<file path="src/rtl/phy_types_pkg.sv">
// Shared PHY transmit types: word/id types, encoder and UART selects,
// and the transmit scheduler's state and context encodings.
package phy_types_pkg;

  typedef logic [31:0] word_t;
  typedef logic [1:0]  pkt_id_t;

  localparam int NUM_RESEND = 4;
  // Clear vector layout: {resend[3:0], ack, nack}
  localparam int CLR_W      = 2 + NUM_RESEND;

  typedef enum logic [3:0] {
    START_PACKET_SEL   = 4'd0,
    END_PACKET_SEL     = 4'd1,
    DATA_SEL           = 4'd2,
    ACK_SEL            = 4'd3,
    NACK_SEL           = 4'd4,
    RESEND_PACKET0_SEL = 4'd5,
    RESEND_PACKET1_SEL = 4'd6,
    RESEND_PACKET2_SEL = 4'd7,
    RESEND_PACKET3_SEL = 4'd8
  } comma_sel_t;

  typedef enum logic [1:0] {
    NADA                = 2'd0,
    SELECT_COMMA_1_FLIT = 2'd1,
    SELECT_COMMA_DATA   = 2'd2
  } comma_length_sel_t;

  typedef enum logic [1:0] {IDLE, ISSUE, WAIT} tx_sched_state_t;

  typedef enum logic [1:0] {CTX_CTRL, CTX_START, CTX_DATA, CTX_END} tx_ctx_t;

  // Map a packet id onto its resend comma.
  function automatic comma_sel_t resend_sel(input pkt_id_t id);
    case (id)
      2'd0:    return RESEND_PACKET0_SEL;
      2'd1:    return RESEND_PACKET1_SEL;
      2'd2:    return RESEND_PACKET2_SEL;
      default: return RESEND_PACKET3_SEL;
    endcase
  endfunction

endpackage

</file>
<file path="src/rtl/tx_ctrl_arbiter.sv">
// Fixed-priority pick among pending control commas:
// NACK > ACK > resend (lowest id first). Resend can be masked off while
// a packet is in flight.
module tx_ctrl_arbiter
  import phy_types_pkg::*;
(
  input  logic                  i_nack_p,
  input  logic                  i_ack_p,
  input  logic [NUM_RESEND-1:0] i_resend_p,
  input  logic                  i_resend_en,
  output logic                  o_grant,
  output comma_sel_t            o_sel,
  output logic [CLR_W-1:0]      o_clr
);

  // Priority encode the pending flags into a grant, comma and one-hot clear.
  always_comb begin
    o_grant = 1'b0;
    o_sel   = NACK_SEL;
    o_clr   = '0;
    if (i_nack_p) begin
      o_grant  = 1'b1;
      o_sel    = NACK_SEL;
      o_clr[0] = 1'b1;
    end else if (i_ack_p) begin
      o_grant  = 1'b1;
      o_sel    = ACK_SEL;
      o_clr[1] = 1'b1;
    end else if (i_resend_en) begin
      for (int k = 0; k < NUM_RESEND; k++) begin
        if (i_resend_p[k] && !o_grant) begin
          o_grant      = 1'b1;
          o_sel        = resend_sel(pkt_id_t'(k));
          o_clr[2 + k] = 1'b1;
        end
      end
    end
  end

endmodule

</file>
<file path="src/rtl/phy_tx_scheduler.sv">
// PHY transmit scheduler: arbitrates control commas and the packet data
// stream onto the encoder/UART, one flit at a time, waiting for tx_done
// between flits. Packets are framed START, DATA..., END.
module phy_tx_scheduler
  import phy_types_pkg::*;
#(
  parameter int MAX_WORDS = 8,
  parameter int CW        = $clog2(MAX_WORDS + 1)
) (
  input  logic              clk,
  input  logic              rst,
  input  logic              data_valid,
  input  word_t             data_word,
  input  logic              data_last,
  output logic              data_ready,
  input  logic              ack_req,
  input  logic              nack_req,
  input  logic              resend_req,
  input  pkt_id_t           resend_id,
  output logic              tx_start,
  output comma_sel_t        tx_comma_sel,
  output comma_length_sel_t tx_length_sel,
  output word_t             tx_word,
  input  logic              tx_done,
  output logic              busy,
  output logic              err_overlength
);

  tx_sched_state_t   r_state;
  tx_ctx_t           r_ctx;
  logic              r_in_pkt;
  logic              r_last;
  logic [CW-1:0]     r_count;
  logic              r_done_seen;
  logic              r_nack_p;
  logic              r_ack_p;
  logic [NUM_RESEND-1:0] r_resend_p;
  logic [CLR_W-1:0]  r_clr;
  logic              r_tx_start;
  logic              r_data_ready;
  comma_sel_t        r_comma_sel;
  comma_length_sel_t r_length_sel;
  word_t             r_tx_word;
  logic              r_err;

  logic              w_grant;
  comma_sel_t        w_ctrl_sel;
  logic [CLR_W-1:0]  w_ctrl_clr;
  logic              w_arb;
  logic              w_load;
  logic              w_overlong;
  tx_ctx_t           w_ctx;
  comma_sel_t        w_sel;
  comma_length_sel_t w_len;
  logic [CLR_W-1:0]  w_clr;
  logic [CLR_W-1:0]  w_issue_clr;
  logic [NUM_RESEND-1:0] w_resend_set;

  // Resend is held back while a packet is open so it lands after END.
  tx_ctrl_arbiter u_arb (
    .i_nack_p    (r_nack_p),
    .i_ack_p     (r_ack_p),
    .i_resend_p  (r_resend_p),
    .i_resend_en (!r_in_pkt),
    .o_grant     (w_grant),
    .o_sel       (w_ctrl_sel),
    .o_clr       (w_ctrl_clr)
  );

  // Decide which flit (if any) to load at this arbitration point.
  always_comb begin
    w_arb      = (r_state == IDLE) || ((r_state == WAIT) && r_done_seen);
    w_load     = 1'b0;
    w_overlong = 1'b0;
    w_ctx      = CTX_CTRL;
    w_sel      = START_PACKET_SEL;
    w_len      = NADA;
    w_clr      = '0;
    if (w_arb) begin
      if (w_grant) begin
        w_load = 1'b1;
        w_ctx  = CTX_CTRL;
        w_sel  = w_ctrl_sel;
        w_len  = SELECT_COMMA_1_FLIT;
        w_clr  = w_ctrl_clr;
      end else if (!r_in_pkt) begin
        if (data_valid) begin
          w_load = 1'b1;
          w_ctx  = CTX_START;
          w_sel  = START_PACKET_SEL;
          w_len  = SELECT_COMMA_1_FLIT;
        end
      end else if (r_last || (r_count == CW'(MAX_WORDS))) begin
        w_load     = 1'b1;
        w_overlong = !r_last;
        w_ctx      = CTX_END;
        w_sel      = END_PACKET_SEL;
        w_len      = SELECT_COMMA_1_FLIT;
      end else if (data_valid) begin
        w_load = 1'b1;
        w_ctx  = CTX_DATA;
        w_sel  = DATA_SEL;
        w_len  = SELECT_COMMA_DATA;
      end
    end
  end

  // Pending-flag set/clear terms; a clear only fires on a control flit's issue.
  always_comb begin
    w_issue_clr  = ((r_state == ISSUE) && (r_ctx == CTX_CTRL)) ? r_clr : '0;
    w_resend_set = resend_req ? (NUM_RESEND'(1) << resend_id) : '0;
  end

  // Pending request flags; a new request wins over a same-cycle clear.
  always_ff @(posedge clk or posedge rst) begin
    if (rst) begin
      r_nack_p   <= 1'b0;
      r_ack_p    <= 1'b0;
      r_resend_p <= '0;
    end else begin
      r_nack_p   <= nack_req | (r_nack_p & ~w_issue_clr[0]);
      r_ack_p    <= ack_req  | (r_ack_p  & ~w_issue_clr[1]);
      r_resend_p <= w_resend_set | (r_resend_p & ~w_issue_clr[CLR_W-1:2]);
    end
  end

  // Scheduler FSM with registered encoder/UART outputs and packet context.
  always_ff @(posedge clk or posedge rst) begin
    if (rst) begin
      r_state      <= IDLE;
      r_ctx        <= CTX_CTRL;
      r_in_pkt     <= 1'b0;
      r_last       <= 1'b0;
      r_count      <= '0;
      r_done_seen  <= 1'b0;
      r_clr        <= '0;
      r_tx_start   <= 1'b0;
      r_data_ready <= 1'b0;
      r_comma_sel  <= START_PACKET_SEL;
      r_length_sel <= NADA;
      r_tx_word    <= '0;
      r_err        <= 1'b0;
    end else begin
      r_tx_start   <= 1'b0;
      r_data_ready <= 1'b0;
      unique case (r_state)
        IDLE, WAIT: begin
          if ((r_state == WAIT) && tx_done) r_done_seen <= 1'b1;
          if (w_load) begin
            r_state      <= ISSUE;
            r_done_seen  <= 1'b0;
            r_tx_start   <= 1'b1;
            r_ctx        <= w_ctx;
            r_comma_sel  <= w_sel;
            r_length_sel <= w_len;
            r_clr        <= w_clr;
            unique case (w_ctx)
              CTX_START: r_in_pkt <= 1'b1;
              CTX_DATA: begin
                r_tx_word    <= data_word;
                r_data_ready <= 1'b1;
                r_last       <= data_last;
                r_count      <= r_count + CW'(1);
              end
              CTX_END: begin
                r_in_pkt <= 1'b0;
                r_count  <= '0;
                r_last   <= 1'b0;
                if (w_overlong) r_err <= 1'b1;
              end
              default: ;
            endcase
          end else if (w_arb && (r_state == WAIT) && !r_in_pkt) begin
            r_state     <= IDLE;
            r_done_seen <= 1'b0;
          end
        end
        ISSUE:   r_state <= WAIT;
        default: r_state <= IDLE;
      endcase
    end
  end

  assign tx_start       = r_tx_start;
  assign data_ready     = r_data_ready;
  assign tx_comma_sel   = r_comma_sel;
  assign tx_length_sel  = r_length_sel;
  assign tx_word        = r_tx_word;
  assign busy           = (r_state != IDLE);
  assign err_overlength = r_err;

endmodule

</file>
<file path="config.mk">
export PLATFORM = sky130hd
export DESIGN_NAME = phy_tx_scheduler
export DESIGN_NICKNAME = d
export VERILOG_FILES = /design/src/rtl/phy_types_pkg.sv /design/src/rtl/tx_ctrl_arbiter.sv /design/src/rtl/phy_tx_scheduler.sv
export SDC_FILE = /design/constraint.sdc
export NUM_CORES = 1
export LEC_CHECK = 0
export CAP_MARGIN = 0
export CORE_MARGIN = 2
export CORE_UTILIZATION = 55
export DETAILED_ROUTE_END_ITERATION = 8
export DONT_BUFFER_PORTS = 1
export PLACE_DENSITY = 0.73
export SYNTH_ARGS = -nofsm -noshare
export SYNTH_HDL_FRONTEND = slang
export SYNTH_SLANG_ARGS = --single-unit
</file>
<file path="constraint.sdc">
create_clock -name clk -period 2.1 [get_ports clk]
set_input_delay 0.21 -clock clk [delete_from_list [all_inputs] [get_ports clk]]
set_output_delay 0.21 -clock clk [all_outputs]
set_load 0.02 [all_outputs]
</file>
==> run metrics, run 1 <==
CP startpoint r_count[0]$_DFFE_PP0P_; post-synthesis instance total 213; final setup fails 0; worst hold-check path type in2reg; top cells by area, synth dfrtp_1 (55%), mux2_4 (11%), mux2_2 (4.3%); Synthesized Nets 257; run status completed; CP required 2.32 ns; # nets final 284; Port-buffer cells 0; DRT iter0 DRCs 101; Final TNS setup 0 ns; Peak VDD IR 0.683 mV; Buf/Inv on CP 2; worst-path maximum fanout 16; routed len/inst 17.8 µm; RSZ-0062 raised after global routing no; Fin. Hold Viols 0; Crit Path Category reg2reg; Vias 1737; Fmax 506 MHz; crit start category flop; fill cell count 376; CTS sink count 63; pwr dens 933 nW/µm²; crit-path cells inv_1 > ha_1 > and3b_1 > o2bb2ai_2 > a211oi_2 > buf_12 > mux2_2; most frequent cells in the layout dfrtp_1 (63), mux2_4 (21), nand2_1 (13); post-synth top area share 55.2%; Die W 76.1 µm; CP Capture Type flop; Async S/R FF share, synth 100%; H-tree depth 3; grt total ovfl 0; CP top delay family flip-flops; Syn-to-layout area delta 16.6%; Avg Vias per Cell 5.51; skew final 0.00994 ns; HPWL after DPL 3870 µm; clock-pin slew on the worst setup and hold paths 0.07 ns; Finished Layout Cells 315; Initial Util 56.6%; Bufs on Longest Clock Path 2; critical path's largest stage delay 0.41 ns; period utilization 94.2%; CTS root buf clkbuf_8; Synth Register Bits 63; vias in the first global route 1875; Rel. slew slack 66.5%; Synth cell types 45; Synthesis Warnings 0; Die Height 76.1 µm; cell taking the most area after synthesis dfrtp_1; CTS Buf Count 9; Worst Path Arrival 2.19 ns; syn_area_per_cell 13.4 µm²; final period demand of the worst path 1.98 ns; Final Slew Violations 0; diode count 0; Routed WL 5600 µm; first-pass GRT wire length 9270 µm; most common cell after layout, fill and taps aside dfrtp_1; io pins 84; Netlist Area Pre-Place 2860 µm²; Max-Cap Viols 0; Primary FF master, synth dfrtp_1; worst skew pair latency 0.33 ns; Worst R2R Start r_count[0]$_DFFE_PP0P_; num rows 26; Slew @ Worst Pin 0.501 ns; DRC viols 0; largest net degree at the start of global routing 27; initial antenna violation count 0; share of cells above drive strength 1 29.4%; TritonCTS clock tree done; Total Routing Usage GR 20.6%; placed instance count 288; Routed Antenna Nets 0; Die ar. 5780 µm²; LEAKAGE 1.57 nW; total power 3.11 mW; DRT Pass-1 Iters 4; sequential-to-total area share from yosys stat 55.2%; Max stage delay cell, worst path dfrtp_1; EDFF count, synth 0; Hold Startpoint data_word[1]; Placeable Area 5040 µm²; GPL Wtd Cong 0.836
==> where the power goes <==
part	total (mW)	leakage, nW	switching, mW	internal (mW)
clock	1.16	0.116	0.468	0.696
sequential	1.39	0.829	0.0958	1.30
combinational	0.547	0.628	0.284	0.263
==> Yosys cell counts, types with 2 or more instances <==
library cell and n:
a41oi_1 2, mux2_1 7, nor2b_1 4, inv_1 12
and3_1 3, buf_12 2, nand2_1 13, mux2_2 11
dfrtp_1 63, nor3_1 4, o2bb2ai_1 4, o21ai_0 9
buf_6 2, a22o_1 2, a21o_1 5, clkbuf_1 3
a21oi_1 2, nor4b_1 2, nand2b_1 4, mux2_4 21
nor4_4 2, a31oi_1 4, ha_1 2, nor2_1 8
a211oi_1 2
==> area by class of cell <==
cell class / instances / area [µm²] / share of cell area [%]
tap: 70 / 87.6 / 2.63
clock buffer: 10 / 138 / 4.14
timing repair buffer: 25 / 253 / 7.59
sequential: 63 / 1580 / 47.4
inverter: 13 / 53.8 / 1.62
multi-input combinational: 128 / 1140 / 34.1
clock inverter: 6 / 83.8 / 2.52
==> routing by layer <==
layer	routed length [µm]	track usage, %	up-vias
met5	0	0	-
met3	434	7.35	4
met2	2780	32.8	66
li1	-	-	806
met4	46	8.18	0
met1	2340	26.1	861
==> logic make-up after synthesis <==
kind of cell,synth area share [%]
AO/OA/AOI/OAI,9.51
multiplexers,18.5
adder cells (fa/ha/maj),0.876
buffers and inverters,5.26
AND/OR/NAND/NOR,10.6
flip-flops,55.2
==> per-stage QoR <==
step	setup slack (ns)	area, µm²	util (%)	hold slack (ns)
floorplan	0.116	2860	-	0.292
global placement	0.151	2990	59.3	0.151
detailed placement	0.0274	2990	59.3	0.151
CTS	0.0102	3320	65.9	0.00292
global route	0.0283	3330	66.0	0.000916
finish	0.122	3330	66.0	0.0218
==> worst paths after layout <==
path,end,slack (ns),cells after the start
setup reg to reg,r_clr[3]$_DFFE_PP0P_,0.12,7
max in group asynchronous,tx_comma_sel[2]$_DFFE_PP0P_,1.05,3
min in group asynchronous,tx_word[31]$_DFFE_PP0P_,0.37,2
hold reg to reg,r_ctx[0]$_DFFE_PP0P_,0.51,2
hold / removal,tx_word[1]$_DFFE_PP0P_,0.02,1
setup / recovery,r_clr[3]$_DFFE_PP0P_,0.12,7
==> state kept, by name, indices dropped and copies added (netlist names), 2 cells and up <==
name	flops
tx_length_sel	2
tx_comma_sel	3
r_count	4
r_resend_p	4
r_clr	6
r_state	2
r_ctx	2
tx_word	32
==> repair_timing <==
action,4_1_cts,5_1_grt
endpoints found under the hold margin,34,0
resized for setup,0,2
setup endpoints to repair,0,28
setup buffers,0,0
hold buffers,11,0
(Power assumes the default switching activity.)
==> run 2, diff against run 1 <==
Settings changed: CORE_ASPECT_RATIO set to 1.5, GPL_ROUTABILITY_DRIVEN set to 0.
==> run 2 against run 1 <==
  * Final cell count grew 4.8%
  * Clock skew is essentially flat
  * Clock-buffer cell count is the same
  * Register-to-register slack is essentially flat
  * Clock power shrank 9%
  * Critical path depth is the same
  * Global-route usage grew 1.4 points
  * Critical path type unchanged
==> run metrics, run 2 (synthesized netlist as in run 1, its figures left out) <==
run status completed; H-tree depth 3; hold path cells 1; grt total ovfl 0; Routed WL 5830 µm; Rel. slew slack 60.7%; Max stage delay cell, worst path dfrtp_1; num rows 32; Die ar. 5800 µm²; Total Routing Usage GR 22.0%; Routed Antenna Nets 0; CTS Buf Count 9; critical path's largest stage delay 0.42 ns; Peak VDD IR 0.491 mV; hold path endpoint tx_word[10]$_DFFE_PP0P_; Max-Cap Viols 0; initial antenna violation count 0; Final TNS setup 0 ns; final setup fails 0; Die W 62.8 µm; Crit Path Category reg2reg; CP top delay family flip-flops; crit-path cells inv_1 > ha_1 > and3b_2 > o2bb2ai_2 > a211oi_2 > buf_4 > mux2_2; period utilization 93.6%; worst hold-check path type in2reg; Reg2Reg Setup Slack 0.13 ns; RSZ-0062 raised after global routing no; post-place setup slack 0.0632 ns; clock-pin slew on the worst setup and hold paths 0.07 ns; Vias 1838; CTS root buf clkbuf_8; most common cell after layout, fill and taps aside dfrtp_1; Hold Startpoint data_word[10]; largest net degree at the start of global routing 37; routed len/inst 17.7 µm; Slew @ Worst Pin 0.588 ns; CP Capture Type flop; worst skew pair latency 0.34 ns; max reg flops 32; LEAKAGE 1.62 nW; WP depth 7; io pins 84; Worst R2R Start r_count[0]$_DFFE_PP0P_; Avg Vias per Cell 5.57; CTS sink count 63; HPWL after DPL 4080 µm; Worst Path Arrival 2.19 ns; R2R Path End tx_comma_sel[1]$_DFFE_PP0P_; Final Slew Violations 0; DRT Pass-1 Iters 4; first-pass GRT wire length 9560 µm; Initial Util 56.2%; DRC viols 0; diode count 0; skew final 0.00951 ns; Fmax 509 MHz; Bufs on Longest Clock Path 2; final period demand of the worst path 1.97 ns; Syn-to-layout area delta 21.8%; share of cells above drive strength 1 27.9%; # nets final 301; Fin. Hold Viols 0; Post-CTS Setup Bufs 0; vias in the first global route 1961; Port-buffer cells 0; Fin Hold WS 0.0181 ns; Die Height 92.2 µm; reg2reg path depth 7; crit start category flop; CP required 2.33 ns; Buf/Inv on CP 2; Final WS setup 0.135 ns; Placeable Area 5080 µm²; DRT iter0 DRCs 83; TritonCTS clock tree done; pwr dens 867 nW/µm²; worst-path maximum fanout 11; most frequent cells in the layout dfrtp_1 (63), dlygate4sd3_1 (28), mux2_4 (21)
-- run 2: timing repair --
item,CTS,global route
hold buffers,25,3
endpoints found under the setup margin,0,24
gates resized for setup,0,2
endpoints found under the hold margin,49,3
-- run 2: power by group --
group / internal (mW) / switching, mW / total, mW
clock network: 0.583 / 0.482 / 1.06
registers: 1.30 / 0.0960 / 1.39
logic: 0.267 / 0.287 / 0.555
total: 2.15 / 0.865 / 3.01
-- run 2: how the worst max path moves through the flow --
stage / to / startpoint / slack, ns
global route: r_clr[4]$_DFFE_PP0P_ / r_count[0]$_DFFE_PP0P_ / 0.02
floorplan: r_clr[0]$_DFFE_PP0P_ / r_count[0]$_DFFE_PP0P_ / 0.12
detailed placement: tx_word[25]$_DFFE_PP0P_ / r_count[0]$_DFFE_PP0P_ / 0.06
CTS: tx_word[25]$_DFFE_PP0P_ / r_count[0]$_DFFE_PP0P_ / 0.06
finish: tx_comma_sel[1]$_DFFE_PP0P_ / r_count[0]$_DFFE_PP0P_ / 0.13
global placement: tx_word[20]$_DFFE_PP0P_ / r_count[0]$_DFFE_PP0P_ / 0.14
-- run 2: area by class of cell --
class                   instances  area, µm²
clock buffers                  10        138
flip-flops and latches         63       1580
inverters                      13       53.8
multi-input cells             128       1130
repair buffers                 42        423
clock inverters                 6       70.1
fillers                       362       1610
well taps                      68       85.1
-- run 2: routing by layer --
metal / GRT usage (%) / part of all wire (%) / vias up
met2: 38.4 / 55 / 66
met5: 0 / 0 / -
met4: 11.3 / 2.4 / 0
met1: 23.5 / 37 / 920
met3: 7.48 / 6.2 / 12
li1: - / - / 840
-- run 2: per-stage QoR --
stage | utilization [%] | cells | total power [mW] | instance area [µm²]
3_3_place_gp | 58.7 | 286 | 1.92 | 2990
2_1_floorplan | - | 213 | 1.77 | 2860
3_5_place_dp | 58.7 | 286 | 1.94 | 2990
5_1_grt | 68.4 | 330 | 3.16 | 3480
4_1_cts | 67.7 | 327 | 3.04 | 3440
6_report | 68.4 | 330 | 3.01 | 3480
==> run 3, diff against run 2 <==
Settings changed: SKIP_CTS_REPAIR_TIMING set to 1.
==> run 3 against run 2 <==
  * Combinational power down 2%
  * Setup slack gained 0.0036 ns
  * Register-to-register slack is essentially flat
  * Clock power about the same
  * Flip-flop and latch count stayed put
  * Total power decreased by 0.63%
  * Clock-buffer cell count is the same
  * Cell area fell by 2.6%
  * Global-route usage decreased by 1.4 points
  * First-iteration DRC count up 40%
  * Via count is 2.6% lower
  * Routed wire length shrank 3.1%
  * Critical path type unchanged
==> run metrics, run 3 (synthesized netlist as in run 1, its figures left out) <==
critical path's largest stage delay 0.41 ns; Vias 1790; io pins 84; Fin. Hold Viols 0; Die ar. 5800 µm²; Initial Util 56.2%; DRT Pass-1 Iters 4; Total Routing Usage GR 20.7%; Avg Vias per Cell 5.58; CP startpoint r_count[0]$_DFFE_PP0P_; CTS Buf Count 9; Port-buffer cells 0; period utilization 93.4%; crit start category flop; vias in the first global route 1830; worst-path maximum fanout 11; crit-path cells inv_1 > ha_1 > and3b_2 > o2bb2ai_2 > a211oi_2 > buf_4 > mux2_2; post-place setup slack 0.0632 ns; Syn-to-layout area delta 18.7%; Reg2Reg Setup Slack 0.14 ns; clock-pin slew on the worst setup and hold paths 0.07 ns; Crit Path Category reg2reg; WP depth 7; DRT iter0 DRCs 116; TritonCTS clock tree done; largest net degree at the start of global routing 37; most frequent cells in the layout dfrtp_1 (63), mux2_4 (21), dlygate4sd3_1 (19); Final Slew Violations 0; Bufs on Longest Clock Path 2; num rows 32; reg2reg path depth 7; LEAKAGE 1.58 nW; Final WS setup 0.138 ns; Die Height 92.2 µm; CP required 2.32 ns; fill cell count 371; Max-Cap Viols 0; final setup fails 0; run status completed; Routed Antenna Nets 0; routed len/inst 17.6 µm; Die W 62.8 µm; H-tree depth 3; initial antenna violation count 0; Fin Hold WS 0.0132 ns; most common cell after layout, fill and taps aside dfrtp_1; first-pass GRT wire length 8960 µm; Finished Core Util 66.6%; Worst R2R Start r_count[0]$_DFFE_PP0P_; Peak VDD IR 0.483 mV; Slew @ Worst Pin 0.586 ns; worst skew pair latency 0.34 ns; pwr dens 884 nW/µm²; max reg flops 32; Buf/Inv on CP 2; Rel. slew slack 60.9%; R2R Path End tx_comma_sel[1]$_DFFE_PP0P_; Fmax 510 MHz; crit path to tx_comma_sel[1]$_DFFE_PP0P_; share of cells above drive strength 1 28.9%; CTS root buf clkbuf_8; diode count 0; CP top delay family flip-flops; Final TNS setup 0 ns; Placeable Area 5080 µm²; skew final 0.00714 ns; worst hold-check path type in2reg; Routed WL 5650 µm; Worst Path Arrival 2.19 ns; HPWL after DPL 4080 µm; # nets final 292; grt total ovfl 0; DRC viols 0; total power 3.00 mW; Max stage delay cell, worst path dfrtp_1; CTS sink count 63; RSZ-0062 raised after global routing no; final period demand of the worst path 1.96 ns; CP Capture Type flop
run 3: power breakdown:
| group | switching (mW) | leakage (nW) | internal, mW |
|---|---|---|---|
| Sequential | 0.0962 | 0.829 | 1.30 |
| Clock | 0.475 | 0.0947 | 0.583 |
| Combinational | 0.283 | 0.661 | 0.258 |
run 3: layout make-up:
cell class	instances	area (µm²)	area share (%)
inverters	13	53.8	1.59
flip-flops and latches	63	1580	46.5
clock buffers	10	138	4.06
well taps	68	85.1	2.51
repair buffers	33	333	9.82
multi-input cells	128	1130	33.4
clock inverters	6	70.1	2.07
run 3: stage by stage:
stage / area, µm² / cells
2_1_floorplan: 2860 / 213
3_3_place_gp: 2990 / 286
3_5_place_dp: 2990 / 286
4_1_cts: 3190 / 302
5_1_grt: 3390 / 321
6_report: 3390 / 321
run 3: layer usage:
| metal | global-route usage [%] | share of wire, % | vias to the layer above |
|---|---|---|---|
| li1 | - | - | 826 |
| met1 | 22.3 | 37 | 878 |
| met2 | 35.2 | 53 | 69 |
| met3 | 7.12 | 6.1 | 17 |
| met4 | 11.5 | 3.2 | 0 |
| met5 | 0 | 0 | - |
run 3: worst min-delay path by stage:
stage	startpoint	endpoint	slack [ns]	depth (start not counted)
floorplan	resend_id[1]	r_resend_p[1]$_DFF_PP0_	0.29	1
global placement	rst	r_done_seen$_DFFE_PP0P_	0.18	1
detailed placement	rst	r_state[1]$_DFFE_PP0P_	0.20	1
CTS	rst	tx_start$_DFF_PP0_	-0.18	1
global route	data_word[6]	tx_word[6]$_DFFE_PP0P_	-0.004	1
finish	resend_id[1]	r_resend_p[2]$_DFF_PP0_	0.01	2
